**config.mk**
```make
export PLATFORM = sky130hd
export DESIGN_NAME = instr_fetch_unit_flat
export DESIGN_NICKNAME = d
export VERILOG_FILES = /design/src/rtl/fetch_pkg.sv /design/src/rtl/fetch_if.sv /design/src/rtl/fetch_pc_next.sv /design/src/rtl/instr_fetch_unit.sv /design/src/flat_wrapper.sv
export SDC_FILE = /design/constraint.sdc
export NUM_CORES = 1
export LEC_CHECK = 0
export CORE_MARGIN = 4
export CORE_UTILIZATION = 47
export DETAILED_ROUTE_END_ITERATION = 12
export MAX_ROUTING_LAYER = met4
export PLACE_DENSITY = 0.83
export SYNTH_ARGS = -nofsm -noshare
export SYNTH_HDL_FRONTEND = slang
export SYNTH_SLANG_ARGS = --single-unit
```
**constraint.sdc**
```tcl
create_clock -name clk -period 3 [get_ports clk]
set_clock_uncertainty 0.2 [all_clocks]
set_input_delay 0.75 -clock clk [delete_from_list [all_inputs] [get_ports clk]]
set_output_delay 0.75 -clock clk [all_outputs]
set_load 0.01 [all_outputs]
```
**src/rtl/fetch_pkg.sv**
```systemverilog
`default_nettype none
// ============================================================================
//  Module      : fetch_pkg
//  Description : Shared types and constants for the RV32I fetch stage.
//                - fetch_state_t : fetch FSM state encoding
//                - INSTR_BYTES   : PC stride between sequential instructions
//                - RV_NOP        : canonical RV32I no-op (addi x0, x0, 0)
//                - is_word_aligned() : low-bit alignment test for fetch targets
//  Revision    : 1.0 - initial release
// ============================================================================
package fetch_pkg;

  typedef enum logic [1:0] {
    FS_ADDR  = 2'd0,
    FS_DATA  = 2'd1,
    FS_HOLD  = 2'd2,
    FS_FAULT = 2'd3
  } fetch_state_t;

  localparam int unsigned INSTR_BYTES = 4;
  localparam logic [31:0] RV_NOP      = 32'h0000_0013;

  // A fetch target is word aligned when its two byte-offset bits are clear.
  function automatic logic is_word_aligned(input logic [1:0] lsb);
    return (lsb == 2'b00);
  endfunction

endpackage : fetch_pkg
`default_nettype wire

```
**src/rtl/fetch_if.sv**
```systemverilog
`default_nettype none
// ============================================================================
//  Interface   : fetch_if
//  Description : Fetch -> decode instruction handshake.
//                master (fetch side)  : drives ir_valid, ir_data, ir_pc
//                slave  (decode side) : drives ir_ready
//                A transfer happens on a clock edge where ir_valid and
//                ir_ready are both high.
//  Signals     : ir_valid  1     instruction register holds a fetched word
//                ir_ready  1     decode accepts the word this cycle
//                ir_data   XLEN  fetched instruction
//                ir_pc     XLEN  byte address of ir_data
//  Revision    : 1.0 - initial release
// ============================================================================
interface fetch_if #(
  parameter int XLEN = 32
) ();

  logic            ir_valid;
  logic            ir_ready;
  logic [XLEN-1:0] ir_data;
  logic [XLEN-1:0] ir_pc;

  modport master (
    output ir_valid,
    output ir_data,
    output ir_pc,
    input  ir_ready
  );

  modport slave (
    input  ir_valid,
    input  ir_data,
    input  ir_pc,
    output ir_ready
  );

endinterface : fetch_if
`default_nettype wire

```
**src/rtl/fetch_pc_next.sv**
```systemverilog
`default_nettype none
// ============================================================================
//  Module      : fetch_pc_next
//  Description : Combinational next-PC selection and fetch-target checks.
//                Priority: redirect > sequential advance (+4) > hold.
//                Also reports whether the redirect target and the current
//                PC are legal fetch addresses (word aligned and inside the
//                ROM byte range [0, 2**ADDR_W)).
//  Ports       : pc_i             in   XLEN  current PC register
//                advance_i        in   1     step to the next sequential word
//                redirect_valid_i in   1     branch/jump/trap redirect
//                redirect_pc_i    in   XLEN  redirect target
//                pc_next_o        out  XLEN  next value of the PC register
//                redirect_ok_o    out  1     redirect target is fetchable
//                pc_ok_o          out  1     current PC is fetchable
//  Revision    : 1.0 - initial release
// ============================================================================
module fetch_pc_next
  import fetch_pkg::*;
#(
  parameter int XLEN   = 32,
  parameter int ADDR_W = 14
) (
  input  wire logic [XLEN-1:0] pc_i,
  input  wire logic            advance_i,
  input  wire logic            redirect_valid_i,
  input  wire logic [XLEN-1:0] redirect_pc_i,
  output logic      [XLEN-1:0] pc_next_o,
  output logic                 redirect_ok_o,
  output logic                 pc_ok_o
);

  logic [XLEN-1:0] pc_plus4;

  // Modulo-XLEN increment; a carry out of the ROM range is caught by the
  // range check on the resulting PC rather than here.
  assign pc_plus4 = pc_i + XLEN'(INSTR_BYTES);

  // Any set bit at or above ADDR_W puts the address outside the ROM.
  assign redirect_ok_o = is_word_aligned(redirect_pc_i[1:0])
                         && ((redirect_pc_i >> ADDR_W) == '0);
  assign pc_ok_o       = is_word_aligned(pc_i[1:0])
                         && ((pc_i >> ADDR_W) == '0);

  always_comb begin
    pc_next_o = pc_i;
    if (redirect_valid_i) begin
      pc_next_o = redirect_pc_i;
    end else if (advance_i) begin
      pc_next_o = pc_plus4;
    end
  end

endmodule : fetch_pc_next
`default_nettype wire

```
**src/rtl/instr_fetch_unit.sv**
```systemverilog
`default_nettype none
// ============================================================================
//  Module      : instr_fetch_unit
//  Description : Fetch stage of the multicycle RV32I core. Owns the PC,
//                drives the instruction ROM word address, absorbs the ROM's
//                one-cycle registered read latency and presents
//                {instruction, pc} to decode over a valid/ready handshake.
//                Accepts redirects and traps into a sticky FAULT state on
//                misaligned or out-of-range fetch targets.
//                Sequence per instruction: ADDR -> DATA -> HOLD (3 cycles
//                with decode ready), back-pressure extends HOLD.
//  Ports       : clk              in   1       clock
//                rst_n            in   1       asynchronous active-low reset
//                rom_addr_o       out  ADDR_W  ROM byte address (= pc[ADDR_W-1:0])
//                rom_data_i       in   XLEN    ROM word, valid one edge after address
//                redirect_valid_i in   1       load a new PC
//                redirect_pc_i    in   XLEN    new PC target
//                fetch_fault_o    out  1       sticky bad-fetch-target flag
//                ir               fetch_if.master  instruction handshake to decode
//  Revision    : 1.0 - initial release
// ============================================================================
module instr_fetch_unit
  import fetch_pkg::*;
#(
  parameter int              XLEN     = 32,
  parameter int              ADDR_W   = 14,
  parameter logic [XLEN-1:0] RESET_PC = '0
) (
  input  wire logic              clk,
  input  wire logic              rst_n,
  output logic      [ADDR_W-1:0] rom_addr_o,
  input  wire logic [XLEN-1:0]   rom_data_i,
  input  wire logic              redirect_valid_i,
  input  wire logic [XLEN-1:0]   redirect_pc_i,
  output logic                   fetch_fault_o,
  fetch_if.master                ir
);

  fetch_state_t    state_q,    state_d;
  logic [XLEN-1:0] pc_q,       pc_d;
  logic            ir_valid_q, ir_valid_d;
  logic [XLEN-1:0] ir_data_q,  ir_data_d;
  logic [XLEN-1:0] ir_pc_q,    ir_pc_d;
  logic            fault_q,    fault_d;

  logic            advance;
  logic            redirect_ok;
  logic            pc_ok;

  // --------------------------------------------------------------------------
  // Next-PC datapath
  // --------------------------------------------------------------------------
  fetch_pc_next #(
    .XLEN   (XLEN),
    .ADDR_W (ADDR_W)
  ) u_pc_next (
    .pc_i             (pc_q),
    .advance_i        (advance),
    .redirect_valid_i (redirect_valid_i),
    .redirect_pc_i    (redirect_pc_i),
    .pc_next_o        (pc_d),
    .redirect_ok_o    (redirect_ok),
    .pc_ok_o          (pc_ok)
  );

  // --------------------------------------------------------------------------
  // State and output registers
  // --------------------------------------------------------------------------
  always_ff @(posedge clk or negedge rst_n) begin
    if (!rst_n) begin
      state_q    <= FS_ADDR;
      pc_q       <= RESET_PC;
      ir_valid_q <= 1'b0;
      ir_data_q  <= '0;
      ir_pc_q    <= '0;
      fault_q    <= 1'b0;
    end else begin
      state_q    <= state_d;
      pc_q       <= pc_d;
      ir_valid_q <= ir_valid_d;
      ir_data_q  <= ir_data_d;
      ir_pc_q    <= ir_pc_d;
      fault_q    <= fault_d;
    end
  end

  // --------------------------------------------------------------------------
  // Next-state / output-register logic
  // --------------------------------------------------------------------------
  always_comb begin
    state_d    = state_q;
    ir_valid_d = ir_valid_q;
    ir_data_d  = ir_data_q;
    ir_pc_d    = ir_pc_q;
    fault_d    = fault_q;
    advance    = 1'b0;

    if (redirect_valid_i) begin
      // Redirect wins in every state. Whatever is in the instruction
      // register or in flight from the ROM is dropped; a simultaneous
      // HOLD handshake therefore simply completes.
      ir_valid_d = 1'b0;
      if (redirect_ok) begin
        state_d = FS_ADDR;
        fault_d = 1'b0;
      end else begin
        state_d = FS_FAULT;
        fault_d = 1'b1;
      end
    end else begin
      case (state_q)
        FS_ADDR: begin
          // Guards a RESET_PC that is itself not fetchable.
          if (!pc_ok) begin
            state_d = FS_FAULT;
            fault_d = 1'b1;
          end else begin
            state_d = FS_DATA;
          end
        end

        FS_DATA: begin
          ir_data_d  = rom_data_i;
          ir_pc_d    = pc_q;
          ir_valid_d = 1'b1;
          advance    = 1'b1;
          state_d    = FS_HOLD;
        end

        FS_HOLD: begin
          if (ir.ir_ready) begin
            ir_valid_d = 1'b0;
            // pc_q already holds the sequential successor here, so a
            // step past the end of the ROM is only reported once the
            // last legal instruction has been handed to decode.
            if (!pc_ok) begin
              state_d = FS_FAULT;
              fault_d = 1'b1;
            end else begin
              state_d = FS_ADDR;
            end
          end
        end

        FS_FAULT: begin
          ir_valid_d = 1'b0;
        end

        default: begin
          state_d = FS_ADDR;
        end
      endcase
    end
  end

  // --------------------------------------------------------------------------
  // Outputs
  // --------------------------------------------------------------------------
  // The PC only changes on redirects while in FAULT, so the ROM address
  // stays frozen there without extra gating.
  assign rom_addr_o    = pc_q[ADDR_W-1:0];
  assign fetch_fault_o = fault_q;

  assign ir.ir_valid   = ir_valid_q;
  assign ir.ir_data    = ir_data_q;
  assign ir.ir_pc      = ir_pc_q;

endmodule : instr_fetch_unit
`default_nettype wire

```
**src/flat_wrapper.sv**
```systemverilog
// flat-port wrapper written by rule: the top's interface ports become plain ports
module instr_fetch_unit_flat import fetch_pkg::*;
#(
  parameter int              XLEN     = 32,
  parameter int              ADDR_W   = 14,
  parameter logic [XLEN-1:0] RESET_PC = '0
)
  (clk, rst_n, rom_addr_o, rom_data_i, redirect_valid_i, redirect_pc_i, fetch_fault_o, ir_ir_valid, ir_ir_data, ir_ir_pc, ir_ir_ready);
  fetch_if #(.XLEN(XLEN)) ir_i ();
  input  wire logic clk;
  input  wire logic rst_n;
  output logic      [ADDR_W-1:0] rom_addr_o;
  input  wire logic [XLEN-1:0] rom_data_i;
  input  wire logic redirect_valid_i;
  input  wire logic [XLEN-1:0] redirect_pc_i;
  output logic fetch_fault_o;
  output wire logic [$bits(ir_i.ir_valid)-1:0] ir_ir_valid;
  output wire logic [$bits(ir_i.ir_data)-1:0] ir_ir_data;
  output wire logic [$bits(ir_i.ir_pc)-1:0] ir_ir_pc;
  input wire logic [$bits(ir_i.ir_ready)-1:0] ir_ir_ready;
  assign ir_ir_valid = ir_i.ir_valid;
  assign ir_ir_data = ir_i.ir_data;
  assign ir_ir_pc = ir_i.ir_pc;
  assign ir_i.ir_ready = ir_ir_ready;
  instr_fetch_unit #(.XLEN(XLEN), .ADDR_W(ADDR_W), .RESET_PC(RESET_PC)) u_core (.clk(clk), .rst_n(rst_n), .rom_addr_o(rom_addr_o), .rom_data_i(rom_data_i), .redirect_valid_i(redirect_valid_i), .redirect_pc_i(redirect_pc_i), .fetch_fault_o(fetch_fault_o), .ir(ir_i));
endmodule
```
# Yosys cells after proc, flatten, opt, wreduce, memory -nomap -nowiden
# Index checks and enable logic that the tools add are counted.
[word_totals]
regBits = 100
inputBits = 68
output_inout_bits = 80
wordCells = 45
[op_classes]
n_addsub = 1
eq_ne = 4
n_mux = 18
bitwise = 1
n_reduce_logical = 15
[op_table]
columns = ["operator", "n"]
rows = [
  ["32-bit zero test", 2],
  ["32-bit 2-to-1 mux", 2],
  ["32-bit by 3-bit adder with 32-bit output (second input constant)", 1],
  ["2-bit 2-to-1 mux", 5],
  ["1-bit 2-to-1 mux", 8],
  ["2-bit AND reduction", 4],
  ["4-bit nonzero test", 2],
  ["2-bit zero test", 3],
  ["2-bit case mux with 3 select lines", 1],
  ["2-bit equality test (second input constant)", 2],
  ["3-bit inequality test (second input constant)", 1],
  ["1-bit case mux with 3 select lines", 1],
  ["3-bit nonzero test", 1],
  ["2-bit by 1-bit equality test with 1-bit output (second input constant)", 1],
  ["1-bit logical AND", 2],
  ["1-bit case mux with 2 select lines", 1],
  ["2-bit nonzero test", 1],
  ["1-bit NOT", 1],
]

# Depth between registers and ports, before layout
# Gate-level depths: netlist (run 1).
[logic_depth]
word_depth = 6
mapped_depth = 7
ltp_nobuf = 6

# By module
# Synthesis (run 1) repeated with hierarchy kept, for this count alone.
[hier_totals]
hier_cells = 408
hier_area_um2 = 4922.2
[by_module_without_submodules]
columns = ["module", "instances", "cells_each", "area_per_inst_um2", "seq_area_each_um2"]
rows = [
  ["instr_fetch_unit", 1, 215, 3781.1, 2502.4],
  ["fetch_pc_next", 1, 193, 1141.1, 0.0],
]

# Least setup slack after synthesis (run 1)
# No wires, ideal clock.
[synth_timing]
path_kind = "reg2reg"
start = "register u_core.state_q[1]"
end = "register u_core.ir_data_q[0] (netlist: u_core.ir.ir_data[0])"
setup_ps = 125
t_arrival_ps = 1973
required_ps = 2675
slack_ps = 702
path_stages_with_launch = 8
path_buffers = 3
period_less_slack_ps = 2298
path_cell_list = "dfrtp_1 > inv_1 > ha_1 > buf_2 > nor2b_1 > clkbuf_1 > clkbuf_1 > mux2_2"
[synth_between]
elab_chain_cells = 2
[synth_lines]
columns = ["item", "line", "text"]
rows = [
  ["start: declaration", "instr_fetch_unit.sv:39", "fetch_state_t state_q, state_d;"],
  ["start signal: assignment", "instr_fetch_unit.sv:78", "state_q <= state_d;"],
  ["2-bit by 1-bit equality test with 1-bit output", "instr_fetch_unit.sv:111", "case (state_q)"],
  ["2-bit AND reduction (no source line)", "--", ""],
  ["end signal: assignment", "instr_fetch_unit.sv:81", "ir_data_q <= ir_data_d;"],
  ["end: declaration", "instr_fetch_unit.sv:42", "logic [XLEN-1:0] ir_data_q, ir_data_d;"],
]
# No other way between the ends.
# A chain may end at the register's enable or synchronous reset.

# Worst setup path after layout (run 1)
[layout_timing]
start = "register u_core.state_q[1]"
end = "register u_core.pc_q[27]"
[layout_between]
elab_chain_cells = 4
[layout_lines]
columns = ["item", "line", "text"]
rows = [
  ["2-bit by 1-bit equality test with 1-bit output", "instr_fetch_unit.sv:111", ""],
  ["1-bit 2-to-1 mux", "instr_fetch_unit.sv:111", ""],
  ["1-bit 2-to-1 mux", "instr_fetch_unit.sv:98", "if (redirect_valid_i) begin"],
  ["2-bit nonzero test (no source line)", "--", ""],
  ["end signal: assignment", "instr_fetch_unit.sv:79", "pc_q <= pc_d;"],
  ["end: declaration", "instr_fetch_unit.sv:40", "logic [XLEN-1:0] pc_q, pc_d;"],
]
# No other way between the ends.

==> results of run 1 <==
registers in the layout (all words and copies together), names as in the netlist:
name / count
u_core.ir.ir_data: 32
u_core.ir.ir_pc: 32
u_core.pc_q: 32
u_core.state_q: 2
u_core.fetch_fault_o: 1
u_core.ir.ir_valid: 1
path summary, 6_finish.rpt:
| kind | startpoint | endpoint | slack, ns | cells after the start |
|---|---|---|---|---|
| setup reg to reg | u_core.state_q[1] | u_core.pc_q[27] | 0.48 | 7 |
| min in group clk | u_core.ir.ir_data[27] | u_core.ir.ir_data[27] | 0.32 | 1 |
| hold / removal | rst_n | u_core.ir.ir_data[6] | 0.15 | 1 |
| hold reg to reg | u_core.ir.ir_data[27] | u_core.ir.ir_data[27] | 0.32 | 1 |
| max in group asynchronous | rst_n | u_core.ir.ir_data[9] | 1.82 | 2 |
| setup / recovery | u_core.state_q[1] | u_core.pc_q[27] | 0.48 | 7 |
routing by layer:
layer | GRT usage, % | up-vias | part of all wire [%]
li1 | - | 1771 | -
met1 | 27.5 | 1885 | 41
met2 | 32.5 | 172 | 49
met3 | 5.73 | 12 | 8.1
met4 | 5.50 | 0 | 1.5
met5 | - | - | 0
logic make-up (layout without fill, tap and decap cells):
logic type / Yosys count / in the layout / synth area share (%)
flip-flops: 100 / 100 / 53.0
AO/OA/AOI/OAI: 57 / 57 / 7.65
XOR/XNOR: 14 / 14 / 2.60
multiplexers: 67 / 67 / 15.9
buffers and inverters: 41 / 181 / 4.42
AND/OR/NAND/NOR: 128 / 128 / 15.1
adder cells (fa/ha/maj): 5 / 5 / 1.32
cells in the final DEF, fill, tap and decap left out, drive strengths merged, types with 2 or more instances in the layout:
cell type,instances
a221oi,3
a22oi,2
a31oi,12
and3,2
and4,6
buf,12
clkbuf,10
clkdlybuf4s50,146
clkinv,2
clkinvlp,3
dfrtp,100
ha,5
inv,8
mux2,66
nand2,31
nand3,17
nand3b,2
nand4,8
nor2,18
nor2b,4
nor3,3
nor3b,3
nor4,13
o211ai,2
o21ai,23
o31ai,11
or2,2
or3,2
or4,14
xnor2,10
xor2,4
where the power goes:
group | total, mW | internal [mW] | switching, mW
sequential | 2.07 | 1.78 | 0.287
combinational | 2.03 | 1.27 | 0.757
clock | 0.796 | 0.309 | 0.487
layout make-up:
type	count	area (um2)	area share (%)
clock buffer	10	128	1.97
clock inverter	6	47.5	0.735
timing repair buffer	158	1580	24.4
sequential	100	2500	38.7
multi-input combinational	271	2020	31.2
tap	133	166	2.57
inverter	7	26.3	0.406
per-stage QoR:
step	std cells	hold slack, ns	area [um2]
floorplan	412	0.254	4720
global placement	669	0.288	6290
detailed placement	669	0.296	6290
CTS	685	0.174	6470
global route	685	0.182	6470
finish	685	0.155	6470
worst register-to-register path, delay by kind of cell (launching register included):
family / cells / cell delay (ns)
AND/OR/NAND/NOR: 3 / 1.01
flip-flops: 1 / 0.44
buffers and inverters: 2 / 0.32
adder cells (fa/ha/maj): 1 / 0.29
AO/OA/AOI/OAI: 1 / 0.18
==> summary.md, run 1 <==
| Metric | Value |
|---|---|
| Synthesized area per cell | `11.5 um2` |
| Cells after Synth | `412` |
| Final min period | `2.52 ns` |
| Clock Sinks | `100` |
| Post-synth top area cell | `dfrtp_1` |
| Maximum buffer depth of the clock tree | `2` |
| Hold WC Path Type | `input pin to asynchronous set/reset pin` |
| Distinct cells, synth | `41` |
| Synth area leaders | `dfrtp_1, mux2_2, nand2_1, o21ai_0, buf_4` |
| # IOs | `148` |
| CTS tree | `done` |
| Die area | `11700 um2` |
| Hold_buf cts | `0` |
| FP Rows | `36` |
| PnR worst setup slack | `0.485 ns` |
| Root Buffer | `clkbuf_8` |
| Gpl congestion | `0.874` |
| CP max-delay cell | `or4_1` |
| Slew HR | `62.7%` |
| DRT iter0 DRCs | `202` |
| Top-count cell post-synth | `dfrtp_1` |
| Routed len/inst | `17.3 um` |
| Top delay family on crit path | `simple AND/OR/NAND/NOR gates` |
| Status | `completed` |
| Final hold vios | `0` |
| Final worst-path cycle share | `83.8%` |
| Syn_nets | `485` |
| Via count | `3840` |
| Synth cell count leaders | `dfrtp_1, mux2_2, nand2_1, o21ai_0` |
| Power per cell area | `757 nW/um2` |
| CP endpoint kind | `flop` |
| Slew Viols, Final | `0` |
| CP bufs+invs | `2` |
| Critical path type | `flop to flop` |
| Initial Utilization | `48.3%` |
| Post-CTS Setup Bufs | `0` |
| Post-DR vias/cell | `5.61` |
| Max_cap viols | `0` |
| Total negative slack | `0 ns` |
| Post-synth ARST share | `100%` |
| Synth top area share | `53.0%` |
| Crit-path max FO | `10` |
| Finished Core Util | `66.2%` |
| Synthesized cell area | `4720 um2` |
| GRT Util Overall | `21.0%` |
| Register bit total from synthesis | `100` |
| Area Growth Syn to Fin | `36.9%` |
| Fill cell count | `771` |
| CTS H-tree lvls | `3` |
| WL final | `11.9 mm` |
| Synth Warn # | `0` |
| Port Buf Inserts | `147` |
| Unrepaired setup endpoints after global routing | `false` |
| CP arrival | `2.61 ns` |
| Pre-CTS setup slack | `0.333 ns` |
| Power Total | `4.89 mW` |
| CTS Buf Count | `9` |
| Number of remaining DRC errors | `0` |
| Data required time of the critical path | `3.10 ns` |
| Horiz. Die Dim | `108 um` |
| Worst-skew pair later-pin latency | `0.37 ns` |
| Crit-path cells | `inv_1, ha_1, buf_4, and3_1, nand3_1, or4_1, a31oi_1` |
| Nets | `620` |
| Setup Viol. Count Final | `0` |
| Antenna cell count | `0` |
| Worst-margin pin slew | `0.560 ns` |
| Post-route ant nets | `0` |
| Clk slew on worst S/H paths | `0.10 ns` |
| Layout cells sized above 1 | `17.8%` |
| Fmax | `398 MHz` |
| Post-synth EDFFs | `0` |
| Register area share after synthesis | `53.0%` |
| Static Leak | `2.57 nW` |
| Die height | `108 um` |
| Ys flop type | `dfrtp_1` |
| Dpl hpwl | `8.94 mm` |
| Worst Setup Start Kind | `flop` |
| VDD IR max | `0.588 mV` |
| Core Box Area | `9770 um2` |
| Initial antenna violation count | `0` |
| Largest net degree at the start of global routing | `44` |
| First-pass GRT wire length | `18.7 mm` |
| Crit-path max cell delay | `0.50 ns` |
| Post-CTS sizing | `0` |
| First-pass DRT Iterations | `5` |
| Total congestion overflow | `0` |
| Vias in the first global route | `3734` |
Note: power is estimated with default switching activity, not from simulation.
==> run 2, diff against run 1 <==
CORE_UTILIZATION = 42   (was 47)
PLACE_DENSITY = 0.78   (was 0.83)
clock period = 2.1 ns   (was 3 ns; I/O delays follow)
==> run 2 against run 1 <==
  * Flip-flop and latch count unchanged
  * First-iteration DRC count down 5.9%
  * Global-route usage is 0.10 points lower
  * Setup slack worse by 0.43 ns
  * Largest power group is now combinational logic
  * Critical endpoint is now rom_addr_o[4]
  * Cell area increased by 9.7%
  * Critical path depth decreased by 6
  * Register-to-register slack got worse by 0.43 ns
==> summary.md, run 2 (synthesized netlist as in run 1, its figures left out) <==
| Metric | Value |
|---|---|
| Non-Filler Instances | `747 (+9.1%)` |
| DRT iter0 DRCs | `190 (-5.9%)` |
| Root Buffer | `clkbuf_16` |
| Clk slew on worst S/H paths | `0.07 ns (-0.03 ns)` |
| Fmax | `488 MHz` |
| Worst-margin pin slew | `0.494 ns (-0.0657 ns)` |
| Placed Instances | `725 (+8.4%)` |
| Gpl congestion | `0.971 (+11%)` |
| Top delay family on crit path | `buffers and inverters` |
| Final worst-path cycle share | `97.6%` |
| Power per cell area | `1090 nW/um2 (+45%)` |
| First-pass GRT wire length | `20.9 mm (+12%)` |
| CTS tree | `done` |
| Port Buf Inserts | `147 (unchanged)` |
| CP bufs+invs | `1 (-1)` |
| Maximum buffer depth of the clock tree | `2 (unchanged)` |
| FF-to-FF End | `u_core.pc_q[28]` |
| Max_cap viols | `0 (unchanged)` |
| Critical path type | `flop to output pin` |
| Worst-skew pair later-pin latency | `0.34 ns (-0.03 ns)` |
| FF-to-FF Start | `u_core.state_q[1]` |
| Power Total | `7.76 mW (+59%)` |
| Antenna cell count | `0 (unchanged)` |
| Area occupied by multi-input gates | `2050 um2 (+1.6%)` |
| Data required time of the critical path | `1.37 ns (-1.73 ns)` |
| GRT Util Overall | `20.9% (-0.10 points)` |
| Horiz. Die Dim | `114 um (+5.4%)` |
| Slew HR | `66.8% (+4.1 points)` |
| FF/Latch Area | `2500 um2 (about the same)` |
| Worst Setup Start Kind | `flop` |
| CP arrival | `1.32 ns (-1.29 ns)` |
| Hold depth | `1` |
| Crit-path cells | `clkdlybuf4s50_1` |
| Hold EP | `u_core.ir.ir_data[12]` |
| WL final | `13.0 mm (+9.7%)` |
| Total congestion overflow | `0 (unchanged)` |
| CP max-delay cell | `clkdlybuf4s50_1` |
| Total negative slack | `0 ns (unchanged)` |
| Initial antenna violation count | `0 (unchanged)` |
| Slew Viols, Final | `0 (unchanged)` |
| Status | `completed` |
| Final min period | `2.05 ns` |
| VDD IR max | `0.521 mV (-11%)` |
| Worst hold start | `u_core.ir.ir_data[12]` |
| Dpl hpwl | `9.79 mm (+9.5%)` |
| Nets | `675 (+8.9%)` |
| CP endpoint kind | `output pin` |
| Crit-path max FO | `6 (-4)` |
| Reg2Reg Setup Slack | `0.05 ns (-0.43 ns)` |
| Area Growth Syn to Fin | `50.2%` |
| Post-route ant nets | `0 (unchanged)` |
| Finished Core Util | `64.9% (-1.3 points)` |
| Commonest non-fill, non-tap cell in the layout | `clkdlybuf4s50_1` |
| Clock Sinks | `100 (unchanged)` |
| Commonest non-fill, non-tap cells in the layout | `clkdlybuf4s50_1, dfrtp_1, mux2_2` |
| Die area | `13000 um2 (+11%)` |
| Core Box Area | `10900 um2 (+12%)` |
| CTS H-tree lvls | `3 (unchanged)` |
| R2R cell count | `7 (unchanged)` |
| Fill cell count | `862 (+12%)` |
| CTS Buf Count | `9 (unchanged)` |
| First-pass DRT Iterations | `5 (unchanged)` |
| Setup Viol. Count Final | `0 (unchanged)` |
| Initial Utilization | `43.2% (-5.1 points)` |
| Number of remaining DRC errors | `0 (unchanged)` |
| # IOs | `148 (unchanged)` |
| FP Rows | `38 (+5.6%)` |
| Routed len/inst | `17.4 um (+0.62%)` |
| Layout cells sized above 1 | `26.5% (+8.8 points)` |
| Largest net degree at the start of global routing | `37 (-16%)` |
| Crit-path max cell delay | `0.56 ns (+0.06 ns)` |
| Hold WC Path Type | `flop to flop` |
| Vias in the first global route | `4173 (+12%)` |
| Die height | `114 um (+5.4%)` |
| Final hold vios | `0 (unchanged)` |
| Static Leak | `2.99 nW (+16%)` |
| Via count | `4111 (+7.1%)` |
| Post-DR vias/cell | `5.50 (-1.8%)` |
==> run 2: cell count changes in the layout (fill, tap and decap cells not counted), sizes merged, moves of 2 or more <==
cell | previous run | this run
clkbuf | 10 | 12
dlygate4sd2 | 0 | 4
inv | 8 | 6
dlymetal6s2s | 0 | 7
clkinvlp | 3 | 1
buf | 12 | 66
clkdlybuf4s50 | 146 | 135
==> run 2: worst max path at each step <==
| stage | slack (ns) | from | end | depth (start not counted) |
|---|---|---|---|---|
| 6_report | 0.05 | u_core.pc_q[4] | rom_addr_o[4] | 1 |
| 5_1_grt | -0.08 | u_core.state_q[1] | u_core.pc_q[12] | 7 |
| 4_1_cts | 0.000004 | u_core.pc_q[6] | rom_addr_o[6] | 2 |
| 3_5_place_dp | -0.17 | redirect_pc_i[0] | u_core.state_q[0] | 6 |
| 3_3_place_gp | -0.22 | redirect_pc_i[0] | u_core.state_q[0] | 6 |
| 2_1_floorplan | 0.02 | u_core.pc_q[19] | u_core.pc_q[30] | 5 |
==> run 2: area by class of cell <==
cell class	instances	share of cell area (%)
Sequential cell	100	35.3
Multi-Input combinational cell	271	28.9
Timing Repair Buffer	213	28.6
Clock buffer	12	3.62
Tap cell	140	2.47
Clock inverter	4	0.670
Inverter	7	0.370
==> run 2: repair_timing <==
item | in CTS | in global routing
gates resized for setup | 8 | 14
setup endpoints to repair | 15 | 18
pin swaps | 1 | 6
hold buffers | 1 | 0
buffers inserted | 2 | 2
endpoints found under the hold margin | 26 | 0
cloned | 0 | 1
==> run 2: per-layer routing <==
layer	GRT usage, %	routed length [um]	vias up
met5	-	0	-
met4	8.39	318	0
met3	2.17	739	22
met2	34.0	6620	154
met1	26.9	5360	2035
li1	-	-	1900
==> run 2: power by group <==
| group | internal (mW) | switching [mW] | total [mW] |
|---|---|---|---|
| clock | 0.986 | 0.707 | 1.69 |
| combinational | 1.97 | 1.21 | 3.18 |
| sequential | 2.55 | 0.334 | 2.89 |
==> run 2: metrics by stage <==
stage / setup WS (ns) / hold WS [ns] / cell area [um2]
CTS: 0.00000433 / 0.311 / 7030
global placement: -0.221 / 0.280 / 6690
global route: -0.0843 / 0.315 / 7090
finish: 0.0502 / 0.306 / 7090
detailed placement: -0.174 / 0.286 / 6690
floorplan: 0.0197 / 0.0294 / 4730
